### src/rtl/s7seg_pkg.sv
// s7seg_pkg - shared types and constants for the 7-segment display blocks.
//   SEG_W      : number of segment lines (a..g)
//   seg_t      : segment vector, bit 6 = a .. bit 0 = g, active-high
//   SEG_TABLE  : hex glyphs 0..F
//   SEG_BLANK  : all segments off (before any output polarity inversion)
package s7seg_pkg;

  localparam int SEG_W = 7;

  typedef logic [SEG_W-1:0] seg_t;

  localparam seg_t SEG_TABLE [0:15] = '{
    7'b1111110, 7'b0110000, 7'b1101101, 7'b1111001,
    7'b0110011, 7'b1011011, 7'b1011111, 7'b1110000,
    7'b1111111, 7'b1111011, 7'b1110111, 7'b0011111,
    7'b1001110, 7'b0111101, 7'b1001111, 7'b1000111
  };

  localparam seg_t SEG_BLANK = 7'b0000000;

endpackage

### src/rtl/s7seg_decode.sv
// s7seg_decode - combinational hex to a..g segment decoder.
// Ports:
//   value : 4-bit digit to display
//   seg   : segment pattern, seg[6]=a .. seg[0]=g, active-high
// Kept standalone so the multi-digit mux driver can reuse it.
module s7seg_decode
  import s7seg_pkg::*;
(
  input  logic [3:0] value,
  output seg_t       seg
);

  assign seg = SEG_TABLE[value];

endmodule

### src/rtl/s7seg_tick_counter.sv
// s7seg_tick_counter - prescaled single-digit up/down counter driving a
// 7-segment display with a heartbeat decimal point.
// Parameters:
//   TICK_DIV       : clk cycles per tick (2..2^24)
//   MAX_DIGIT      : highest count value (1..15)
//   SEG_ACTIVE_LOW : 1 inverts seg and dp at the output register
// Ports:
//   clk, rst       : fabric clock, asynchronous active-high reset
//   en             : run prescaler (0 freezes prescaler, digit and dp)
//   up_dn          : 1 = count up, 0 = count down
//   load, load_val : synchronous load (clamped to MAX_DIGIT), beats a tick
//   bright         : PWM brightness, only with S7SEG_PWM_DIM_EN defined
//   digit, seg, dp : registered count, segments, heartbeat
//   tick, wrap     : one-cycle pulses when the digit advanced / wrapped
// Optional feature macro: S7SEG_PWM_DIM_EN (adds bright and a 4-bit PWM
// counter that blanks seg/dp when pwm_cnt >= bright).
module s7seg_tick_counter
  import s7seg_pkg::*;
#(
  parameter int TICK_DIV       = 4000000,
  parameter int MAX_DIGIT      = 9,
  parameter int SEG_ACTIVE_LOW = 0
) (
  input  logic       clk,
  input  logic       rst,
  input  logic       en,
  input  logic       up_dn,
  input  logic       load,
  input  logic [3:0] load_val,
`ifdef S7SEG_PWM_DIM_EN
  input  logic [3:0] bright,
`endif
  output logic [3:0] digit,
  output seg_t       seg,
  output logic       dp,
  output logic       tick,
  output logic       wrap
);

  localparam int             PW         = (TICK_DIV > 1) ? $clog2(TICK_DIV) : 1;
  localparam logic [PW-1:0]  PRESC_LAST = PW'(TICK_DIV - 1);
  localparam logic [3:0]     MAX_D      = 4'(MAX_DIGIT);
  localparam logic           DP_POL     = (SEG_ACTIVE_LOW != 0);
  localparam seg_t           SEG_POL    = {SEG_W{DP_POL}};

  logic [PW-1:0] presc_q, presc_d;
  logic [3:0]    digit_q, digit_d;
  logic          hb_q, hb_d;
  seg_t          seg_q, seg_d;
  logic          dp_q, dp_d;
  logic          tick_q, tick_d;
  logic          wrap_q, wrap_d;
  logic          gate;
  seg_t          pattern;

  // Decode the next digit so seg lands on the same edge as digit.
  s7seg_decode u_decode (
    .value (digit_d),
    .seg   (pattern)
  );

`ifdef S7SEG_PWM_DIM_EN
  logic [3:0] pwm_q, pwm_d;

  // Gate on the count that will be current after this edge, so the
  // registered segments track pwm_q with no extra cycle of lag.
  always_comb begin
    pwm_d = pwm_q + 4'd1;
    gate  = (pwm_d < bright);
  end

  always_ff @(posedge clk or posedge rst) begin
    if (rst) pwm_q <= 4'd0;
    else     pwm_q <= pwm_d;
  end
`else
  always_comb gate = 1'b1;
`endif

  always_comb begin
    presc_d = presc_q;
    digit_d = digit_q;
    hb_d    = hb_q;
    tick_d  = 1'b0;
    wrap_d  = 1'b0;
    if (load) begin
      digit_d = (load_val > MAX_D) ? MAX_D : load_val;
      presc_d = '0;
    end else if (en) begin
      if (presc_q == PRESC_LAST) begin
        presc_d = '0;
        hb_d    = ~hb_q;
        tick_d  = 1'b1;
        if (up_dn) begin
          if (digit_q >= MAX_D) begin
            digit_d = 4'd0;
            wrap_d  = 1'b1;
          end else begin
            digit_d = digit_q + 4'd1;
          end
        end else if (digit_q == 4'd0) begin
          digit_d = MAX_D;
          wrap_d  = 1'b1;
        end else begin
          digit_d = digit_q - 4'd1;
        end
      end else begin
        presc_d = presc_q + 1'b1;
      end
    end
    seg_d = (gate ? pattern : SEG_BLANK) ^ SEG_POL;
    dp_d  = (gate & hb_d) ^ DP_POL;
  end

  always_ff @(posedge clk or posedge rst) begin
    if (rst) begin
      presc_q <= '0;
      digit_q <= 4'd0;
      hb_q    <= 1'b0;
      seg_q   <= SEG_TABLE[0] ^ SEG_POL;
      dp_q    <= DP_POL;
      tick_q  <= 1'b0;
      wrap_q  <= 1'b0;
    end else begin
      presc_q <= presc_d;
      digit_q <= digit_d;
      hb_q    <= hb_d;
      seg_q   <= seg_d;
      dp_q    <= dp_d;
      tick_q  <= tick_d;
      wrap_q  <= wrap_d;
    end
  end

  assign digit = digit_q;
  assign seg   = seg_q;
  assign dp    = dp_q;
  assign tick  = tick_q;
  assign wrap  = wrap_q;

endmodule

### config.mk
export PLATFORM = sky130hd
export DESIGN_NAME = s7seg_tick_counter
export DESIGN_NICKNAME = d
export VERILOG_FILES = /design/src/rtl/s7seg_pkg.sv /design/src/rtl/s7seg_decode.sv /design/src/rtl/s7seg_tick_counter.sv
export SDC_FILE = /design/constraint.sdc
export NUM_CORES = 1
export LEC_CHECK = 0
export ABC_AREA = 1
export BUFFER_PORTS_ARGS = -buffer_cell sky130_fd_sc_hd__buf_2
export CAP_MARGIN = 15
export CORE_MARGIN = 4
export CORE_UTILIZATION = 55
export DETAILED_ROUTE_END_ITERATION = 8
export PLACE_DENSITY = 0.75
export SLEW_MARGIN = 20
export SYNTH_ARGS = -nofsm -noshare
export SYNTH_HDL_FRONTEND = slang
export SYNTH_HIERARCHICAL = 1
export SYNTH_SLANG_ARGS = --single-unit
### constraint.sdc
create_clock -name clk -period 3.4 [get_ports clk]
set_input_delay 0.34 -clock clk [delete_from_list [all_inputs] [get_ports clk]]
set_output_delay 0.34 -clock clk [all_outputs]
set_load 0.01 [all_outputs]
Yosys cells after proc, flatten, opt, wreduce, memory -nomap -nowiden --
Memory sizes are Yosys's and may differ from the RTL's. A register that Yosys moved wholly into a read port is not among the register bits. Index checks and enable logic that the tools add are counted.
Storage, ports and cells: bits in registers 29, ROM bits 112, input bits 9, output and inout port bits 14, word-level logic and storage cells 37, memories kept 1
Memory list:
- (no name shown) | depth 16, width 7, read ports 1, clocked after Yosys merged registers in 1, write ports 0, RTL line s7seg_decode.sv:13 | assign seg = SEG_TABLE[value];
Operators by class: add/sub/neg operators 3, $lt $le $gt $ge 2, equality and inequality tests 1, muxes and demuxes 19, bitwise logic cells 3, reduce and logical (&&, ||, !) cells 3
Operator list (number):
- 2-to-1 mux 22 bit | 3
- 2-to-1 mux 4 bit | 7
- adder 22 x 1 -> 22 bit, second input constant | 1
- equality test 22 bit, second input constant | 1
- 2-to-1 mux 1 bit | 9
- inverter 4 -> 5 bit | 1
- adder 4 x 1 -> 4 bit, second input constant | 1
- >= comparator 4 bit, second input constant | 1
- greater-than comparator 4 bit, second input constant | 1
- zero test 4 bit | 1
- subtractor 4 x 1 -> 4 bit, second input constant | 1
- AND reduction 3 bit | 1
- inverter 1 bit | 2
- nonzero test 2 bit | 1

Longest topological paths before layout --
Gate-level depths: netlist of run 1.
word-level depth 7, depth in mapped cells 17, depth with buffers taken out 17

Modules after synthesis --
The synthesis of run 1 kept the hierarchy.
Modules (own cells, without submodules):
- s7seg_tick_counter | times used 1, cells each 297, area an instance 2198.4 um^2, sequential area each 908.4 um^2
- s7seg_decode | times used 1, cells each 52, area an instance 270.3 um^2, sequential area each 0.0 um^2

Least setup slack after synthesis of run 1 --
Ideal clock, no wire load.
kind reg2reg, start reg presc_q[0], end reg seg_q[3], in the netlist seg[3], library setup time 76 ps, arrival time 2031 ps, data required time 3324 ps, path slack 1294 ps, stages on the path, launching flop included 16, buffers on the path 0, clock period less this slack 2106 ps, cell sequence dfrtp_1 -> ha_1 -> nand2_1 -> nor2_4 -> nand3_2 -> nor2_2 -> nand2_2 -> nand2_1 -> nand2_1 -> nand2_1 -> inv_1 -> ha_1 -> nand2_1 -> o21ai_0 -> nand2_1 -> nand2_1
On the way: cells in the longest elaborated chain, start to end 5
Ends and longest elaborated chain:
- from (decl) | RTL line s7seg_tick_counter.sv:46 | logic [PW-1:0] presc_q, presc_d;
- from (signal assigned) | RTL line s7seg_tick_counter.sv:125 | presc_q <= presc_d;
- equality test 22 bit | RTL line s7seg_tick_counter.sv:90 | if (presc_q == PRESC_LAST) begin
- 2-to-1 mux 4 bit | RTL line s7seg_tick_counter.sv:90
- 2-to-1 mux 4 bit | RTL line s7seg_tick_counter.sv:89 | end else if (en) begin
- 2-to-1 mux 4 bit | RTL line s7seg_tick_counter.sv:86 | if (load) begin
- via digit_d[1] | RTL line s7seg_tick_counter.sv:47 | logic [3:0] digit_q, digit_d;
- inverter 4 -> 5 bit (not written as such) | RTL line s7seg_decode.sv:13
- to (decl) | RTL line s7seg_tick_counter.sv:49 | seg_t seg_q, seg_d;
The timed path passes the listed nets, and every way through them passes these cells. A chain may end at the register's enable or synchronous reset.

Worst setup path after layout of run 1 --
Same ends and word-level chain as after synthesis.

==> results of run 1 <==
-- metal layers --
metal / GRT usage / up-vias
met5: 0 / -
met4: 0.05138 / 0
met3: 0.04539 / 4
met2: 0.3153 / 60
met1: 0.2916 / 1007
li1: - / 1145
-- worst reg2reg max path: cells and delay by family, from the launching register on --
kind	cells	cell delay [ns]
AND/OR/NAND/NOR	11	1.19
adder cells (fa/ha/maj)	2	0.48
buffers and inverters	1	0.13
flip-flops	1	0.40
AO/OA/AOI/OAI	1	0.09
-- metrics by stage --
step	instance area [sq um]	cells	total power, W
5_1_grt	2754	428	0.001092
6_report	2754	428	0.001047
3_3_place_gp	2628	420	0.0006318
2_1_floorplan	2469	349	0.0005850
3_5_place_dp	2628	420	0.0006344
4_1_cts	2754	428	0.001051
-- state kept, by name, indices dropped and copies added, names as in the netlist --
name	count
presc_q	22
seg	7
digit	4
dp	1
tick	1
wrap	1
-- area by class of cell --
type                            count  area, sq um  share of cell area
Clock buffer                        7        96.34             0.03498
Clock inverter                      1        30.03             0.01090
Inverter                           47        176.4             0.06406
Multi-Input combinational cell    261         1353              0.4911
Sequential cell                    36        908.4              0.3299
Tap cell                           52        65.06             0.02363
Timing Repair Buffer               24        125.1             0.04543
-- power breakdown --
part | total, W | internal (W) | leakage (nW) | switching (W)
combinational | 0.000159 | 0.0000535 | 0.828 | 0.000106
sequential | 0.000469 | 0.000455 | 0.472 | 0.0000141
clock | 0.000418 | 0.000259 | 0.0645 | 0.000160
-- layout by cell type, fill, tap and decap left out, drive strengths merged, types with 7 or more instances in the layout --
cell    count
nor2       39
clkbuf      7
dfrtp      30
inv        47
nand2     127
o21ai      15
o22ai       7
ha         12
buf        24
xor2       12
nand3      33
-- worst min path at each step --
stage	endpoint	cells after the start	slack, ns	start
after detailed placement	dp$_DFFE_PP0P_	1	0.46	dp$_DFFE_PP0P_
after global routing	seg[0]$_DFF_PP0_	3	0.18	rst
after global placement	dp$_DFFE_PP0P_	1	0.46	dp$_DFFE_PP0P_
after floorplan	presc_q[20]$_DFFE_PP0P_	2	0.47	presc_q[20]$_DFFE_PP0P_
final	presc_q[19]$_DFFE_PP0P_	3	0.14	rst
after CTS	seg[0]$_DFF_PP0_	3	0.15	rst
-- cell families after synthesis --
logic type / synth area share
adders and majority gates: 0.06082
xor gates and xnor gates: 0.04612
and+or+nand+nor: 0.3766
buffers and inverters: 0.08414
DFF: 0.3680
AOI/OAI and AO/OA: 0.06436
==> results.md, run 1 <==
* Status: finished clean
* Overall Global Routing Usage at 0.2048
* Setup slack, reg-to-reg at 1.05 ns
* Ports at 23
* Critical path destination: seg[3]$_DFF_PP1_
* Post CTS Setup Buffer Count at 0
* Drt total wl at roughly 5.4 mm
* CTS H-tree depth at 2
* N_diodes at 0
* Top Layer Used: met4
* Top cell by count, worst path: nand2_1
* Number of max-cap violations at 0
* 1st-iter DRT viols at 220
* Sequential area share after synthesis at 0.3680
* Crit-path cells: ha_1 -> nand2_1 -> nor2_4 -> nand3_2 -> nor2_2 -> nand2_2 -> nand2_1 -> nand2_1 -> nand2_1 -> inv_1 -> ha_1 -> nand2_1 -> o21ai_0 -> nand2_1 -> nand2_1
* Asr flop ratio synth at 1.000
* CTS Sinks at 36
* CTS tree: built
* Peak Freq at around 430 MHz
* Final Max Tran Viols at 0
* Path length in cells of the critical path at 15
* Vias/cell at approximately 5.2
* Number of flops mapped to enable cells by yosys at 0
* DR WL met3 at 278 microns
* Final WS setup at 1.051 ns
* Skew-Pair Late Insertion Delay at between 0.2 and 0.3 ns
* Largest net degree at the start of global routing at 37
* Critical path startpoint: presc_q[0]$_DFFE_PP0P_
* # resized after CTS at 0
* Period Utilization, post-route at 0.6909
* Root buffer cell: clkbuf_8
* Layout area overhead at 11.56%
* Setup TNS Final at 0 ns
* DP Wirelength at 4.020 mm
* Most frequent cell after synthesis: nand2_1
* Number of port buffers at 22
* Rows at 24
* CP Class: flop to flop
* CP max FO at 6
* Power per cell area at 380.1 nW/um^2
* Skew final at 0.005294 ns
* DRC at 0
* Worst reg2reg endpoint: seg[3]$_DFF_PP1_
* Yosys warnings at 6
* Number of setup violations in the final report at 0
* Wl on met1 at roughly 2.6 mm
* Setup crit end kind: flop
* Wire per inst at 12.62 microns
* Static leakage at about 1.4 nW
* Reg2reg path depth at 15
* Yosys top cell by area: dfrtp_1
* Initial core utilization at 0.5670
* Die X at between 70 and 80 microns
* Clock Path Buffers at 2
* Synth Register Bits at 36
* Final GP Congestion at 0.8883
* CP Buf/Inv Count at 1
* Peak supply drop at 237.4 uV
* Layout cell share with drive strength beyond 1 at 0.1543
* Via count at 2216
* Yosys top cell area share at 0.3041
* Post-synthesis cell type count at 30
* Hold WC Path Type: primary input to async pin
* Avg Cell Area, Syn at 7.073 sq um
* Layout Nets at 396
* Initial antenna violation count at 0
* Synth top area cells: dfrtp_1 30%, nand2_1 19%, inv_1 7.0%
* Required time worst endpoint at 3.62 ns
* Fill cell count at 366
* GR Overflow Total at 0
* CTS Hold Buffers Added at 0
* Ys flop type: dfrtp_1
* CORE AREA at 4354 sq um
* Critical Path AT at 2.57 ns
* Total CTS buffers at 5
* Net Count, Synth at 370
* Syn Std Cell Area at 2469 sq um
* Slew HR at 0.5121
* CP max stage cell: dfrtp_1
* Chip Height at 75.00 microns
* Slowest cell delay on critical path at 0.40 ns
* Reg clk slew, reported paths at 0.07 ns
* Worst slew pin tran at 0.7318 ns
* Min Tclk post-route at 2.349 ns
* RSZ-0062 raised after global routing: false
* Post-synth top cells: 125 x nand2_1, 46 x inv_1, 31 x nor2_1, 30 x dfrtp_1, 30 x nand3_1
* Routed Antenna Nets at 0
* Worst hold margin at 0.1374 ns
* DIE AREA at 5624 sq um
* Met2 wire length at roughly 2.5 mm
* Delay-heaviest family, CP: simple AND/OR/NAND/NOR gates
* Reg2reg start: presc_q[0]$_DFFE_PP0P_
* First-pass GRT wire length at 8.838 mm
* Mapped Cells at about 350
* Final Hold Viols at 0
* Pre-Repair DR Iteration Count at 4
* Vias in the first global route at approximately 1900
* Pre-CTS setup slack at 1.050 ns
* Post-layout util at 0.6325
* Crit start category: flop
(Power assumes the default switching activity.)
==> run 2, diff against run 1 <==
ABC_AREA = 0   (was 1)
clock period = 2.4 ns   (was 3.4 ns; I/O delays follow)
==> run 2 against run 1 <==
The run now ends with negative setup slack left. Worst hold slack got worse by 0.069 ns. Global-route usage increased by 3.5 points. Clock-buffer cell count is 2 lower. Critical endpoint unchanged. Largest cell class unchanged. Highest routed layer unchanged.
==> results.md, run 2 <==
* Status: finished, violations left
* Final Max Tran Viols at 0 (unchanged)
* Yosys top cell by area: dfrtp_1
* N_diodes at 0 (unchanged)
* Most frequent cell after synthesis: dfrtp_1
* Worst slew pin tran at 0.7354 ns (+0.003658 ns)
* Pre-Repair DR Iteration Count at 4 (unchanged)
* Wl on met1 at 2.638 mm (+1.5%)
* Wire per inst at 15.96 microns (+26%)
* Peak supply drop at 353.3 uV (+49%)
* Layout area overhead at 29.53%
* Layout cell share with drive strength beyond 1 at 0.4209 (+0.2666)
* Avg Cell Area, Syn at 9.637 sq um (+36%)
* CTS tree: built
* Commonest non-fill, non-tap cell in the layout: buf_4
* Worst hold margin at 0.06804 ns (-0.06934 ns)
* Yosys top cell area share at 0.3055 (+0.001394)
* Ys flop type: dfrtp_1
* Setup slack, reg-to-reg at -0.35 ns (-1.40 ns)
* DIE AREA at 5601 sq um (-0.41%)
* Via count at 2240 (+1.1%)
* Crit start category: flop
* DP Wirelength at 4.464 mm (+11%)
* Number of max-cap violations at 0 (unchanged)
* Number of setup violations in the final report at 9 (+9)
* Largest net degree at the start of global routing at 37 (unchanged)
* Post-layout util at 0.7310 (+0.09856)
* Skew-Pair Late Insertion Delay at 0.30 ns (about the same)
* First-pass GRT wire length at 10.26 mm (+16%)
* Finished Layout Cells at 387 (-9.6%)
* CORE AREA at 4354 sq um (unchanged)
* GR Overflow Total at 0 (unchanged)
* Layout Nets at 355 (-10%)
* Met2 wire length at 3.106 mm (+24%)
* Initial core utilization at 0.5644 (-0.002586)
* DRC at 0 (unchanged)
* Period Utilization, post-route at 1.144 (+0.4530)
* Critical Path AT at 2.96 ns (+0.39 ns)
* Static leakage at 1.520 nW (+11%)
* Max reg flops at 22 (unchanged)
* Setup TNS Final at -2.343 ns (-2.343 ns)
* Reg2reg start: presc_q[0]$_DFFE_PP0P_
* Final Hold Viols at 0 (unchanged)
* Hold WC Path Type: primary input to async pin
* Total CTS buffers at 5 (unchanged)
* Number of flops mapped to enable cells by yosys at 0 (unchanged)
* Final WS setup at -0.3454 ns (-1.396 ns)
* Clock Path Buffers at 2 (unchanged)
* Required time worst endpoint at 2.62 ns (-1.00 ns)
* Peak Freq at 364.2 MHz (-14%)
* RSZ-0062 raised after global routing: true
* Skew final at 0.007721 ns (+0.002427 ns)
* CP max FO at 4 (-2)
* Power per cell area at 436.6 nW/um^2 (+15%)
* Reg with most FFs: presc_q
* Reg2reg path depth at 9 (-6)
* Min Tclk post-route at 2.745 ns (+0.3964 ns)
* Reg clk slew, reported paths at 0.08 ns (about the same)
* Slew HR at 0.5089 (-0.003162)
* Overall Global Routing Usage at 0.2400 (+0.03527)
* Root buffer cell: clkbuf_8
* Failing checks: negative setup slack
* Vias/cell at 5.788 (+12%)
* CP Class: flop to flop
* Asr flop ratio synth at 1.000 (unchanged)
* CTS Hold Buffers Added at 0 (unchanged)
* Placed Cells at 370 (-12%)
* Pre-CTS setup slack at -0.3740 ns (-1.424 ns)
* Routed Antenna Nets at 0 (unchanged)
* Number of port buffers at 22 (unchanged)
* Post-synth top cells: 30 x dfrtp_1, 23 x nand2_1, 18 x nor2_1, 15 x inv_1, 14 x nand3_1
* Most frequent cells in the layout: 62 x buf_4, 30 x dfrtp_1, 23 x nand2_1
* Syn Std Cell Area at 2457 sq um (-0.46%)
* CTS H-tree depth at 2 (unchanged)
* 1st-iter DRT viols at 106 (-52%)
* Die X at 74.84 microns (-0.21%)
* Rows at 24 (unchanged)
* Final GP Congestion at 0.8747 (-1.5%)
* Setup crit end kind: flop
* Top Layer Used: met4
* Yosys warnings at 6 (unchanged)
* DR WL met3 at 229 microns (-18%)
* Chip Height at 74.84 microns (-0.21%)
* Mapped Cells at 255 (-27%)
* Synth Register Bits at 36 (unchanged)
* Synth top area cells: dfrtp_1 31%, dfstp_2 6.4%, ha_1 6.1%
* Vias in the first global route at 2232 (+15%)
* CTS Sinks at 36 (unchanged)
* Net Count, Synth at 276 (-25%)
* Ports at 23 (unchanged)
* Sequential area share after synthesis at 0.3697 (+0.001686)
* Worst reg2reg endpoint: seg[3]$_DFF_PP1_
* Initial antenna violation count at 0 (unchanged)
* Post-synthesis cell type count at 62 (+110%)
* Drt total wl at 6.177 mm (+14%)
[run 2: changes by cell type after synthesis, moves of 6 or more]
cell,change
nand3_1,-16
xor2_1,-8
inv_1,-31
o31ai_1,+7
a31o_2,+7
o22ai_1,-7
nor2_1,-13
a21oi_1,+12
nand2_1,-102
nor3_1,+6
[run 2: report_power, final]
| group | internal (W) | switching [W] |
|---|---|---|
| clock | 0.000202 | 0.000236 |
| sequential | 0.000642 | 0.0000130 |
| combinational | 0.000135 | 0.000162 |
[run 2: area by class of cell]
cell class	count	area [sq um]
clock buffer	5	68.82
multi-input combinational	191	1470
fill	314	1171
inverter	15	56.30
timing repair buffer	85	595.6
sequential	36	908.4
tap	52	65.06
clock inverter	3	18.77
[run 2: critical path: stages (launching register included)]
cell	delay, ns
dfrtp_1	0.40
ha_4	0.14
or4bb_4	0.46
nor4_4	0.33
nand4_2	0.15
mux2i_1	0.16
o21ai_2	0.24
inv_2	0.11
ha_4	0.22
mux4_2	0.45
[run 2: worst max-delay path by stage]
| stage | startpoint | cells after the start | end |
|---|---|---|---|
| after global placement | presc_q[1]$_DFFE_PP0P_ | 9 | seg[3]$_DFF_PP1_ |
| after CTS | presc_q[0]$_DFFE_PP0P_ | 9 | seg[3]$_DFF_PP1_ |
| after floorplan | presc_q[1]$_DFFE_PP0P_ | 9 | seg[3]$_DFF_PP1_ |
| after detailed placement | presc_q[0]$_DFFE_PP0P_ | 9 | seg[3]$_DFF_PP1_ |
| final | presc_q[0]$_DFFE_PP0P_ | 9 | seg[3]$_DFF_PP1_ |
| after global routing | presc_q[0]$_DFFE_PP0P_ | 9 | seg[3]$_DFF_PP1_ |
[run 2: kinds of logic after synthesis]
kind of cell    Yosys count  synth area share
mux                       7           0.03819
simple gates            109            0.2841
flops                    36            0.3697
xor+xnor                  7           0.02495
fa+ha+maj                12           0.06110
compound gates           56            0.1578
buf+inv                  28           0.06415
[run 2: through the flow]
stage / power (W) / area [sq um]
floorplan: 0.0008388 / 2486
CTS: 0.001399 / 3161
global route: 0.001455 / 3183
detailed placement: 0.0009512 / 2985
finish: 0.001390 / 3183
global placement: 0.0009428 / 2985
[run 2: routing by layer]
layer,global-route usage,vias to the layer above
li1,-,1099
met1,0.2915,1060
met2,0.4062,63
met3,0.04673,18
met4,0.1166,0
met5,0,-
[run 2: what timing repair did]
item,4_1_cts,5_1_grt
pin swaps,1,0
resized for setup,7,4
buffers inserted,7,2
endpoints found under the setup margin,7,9
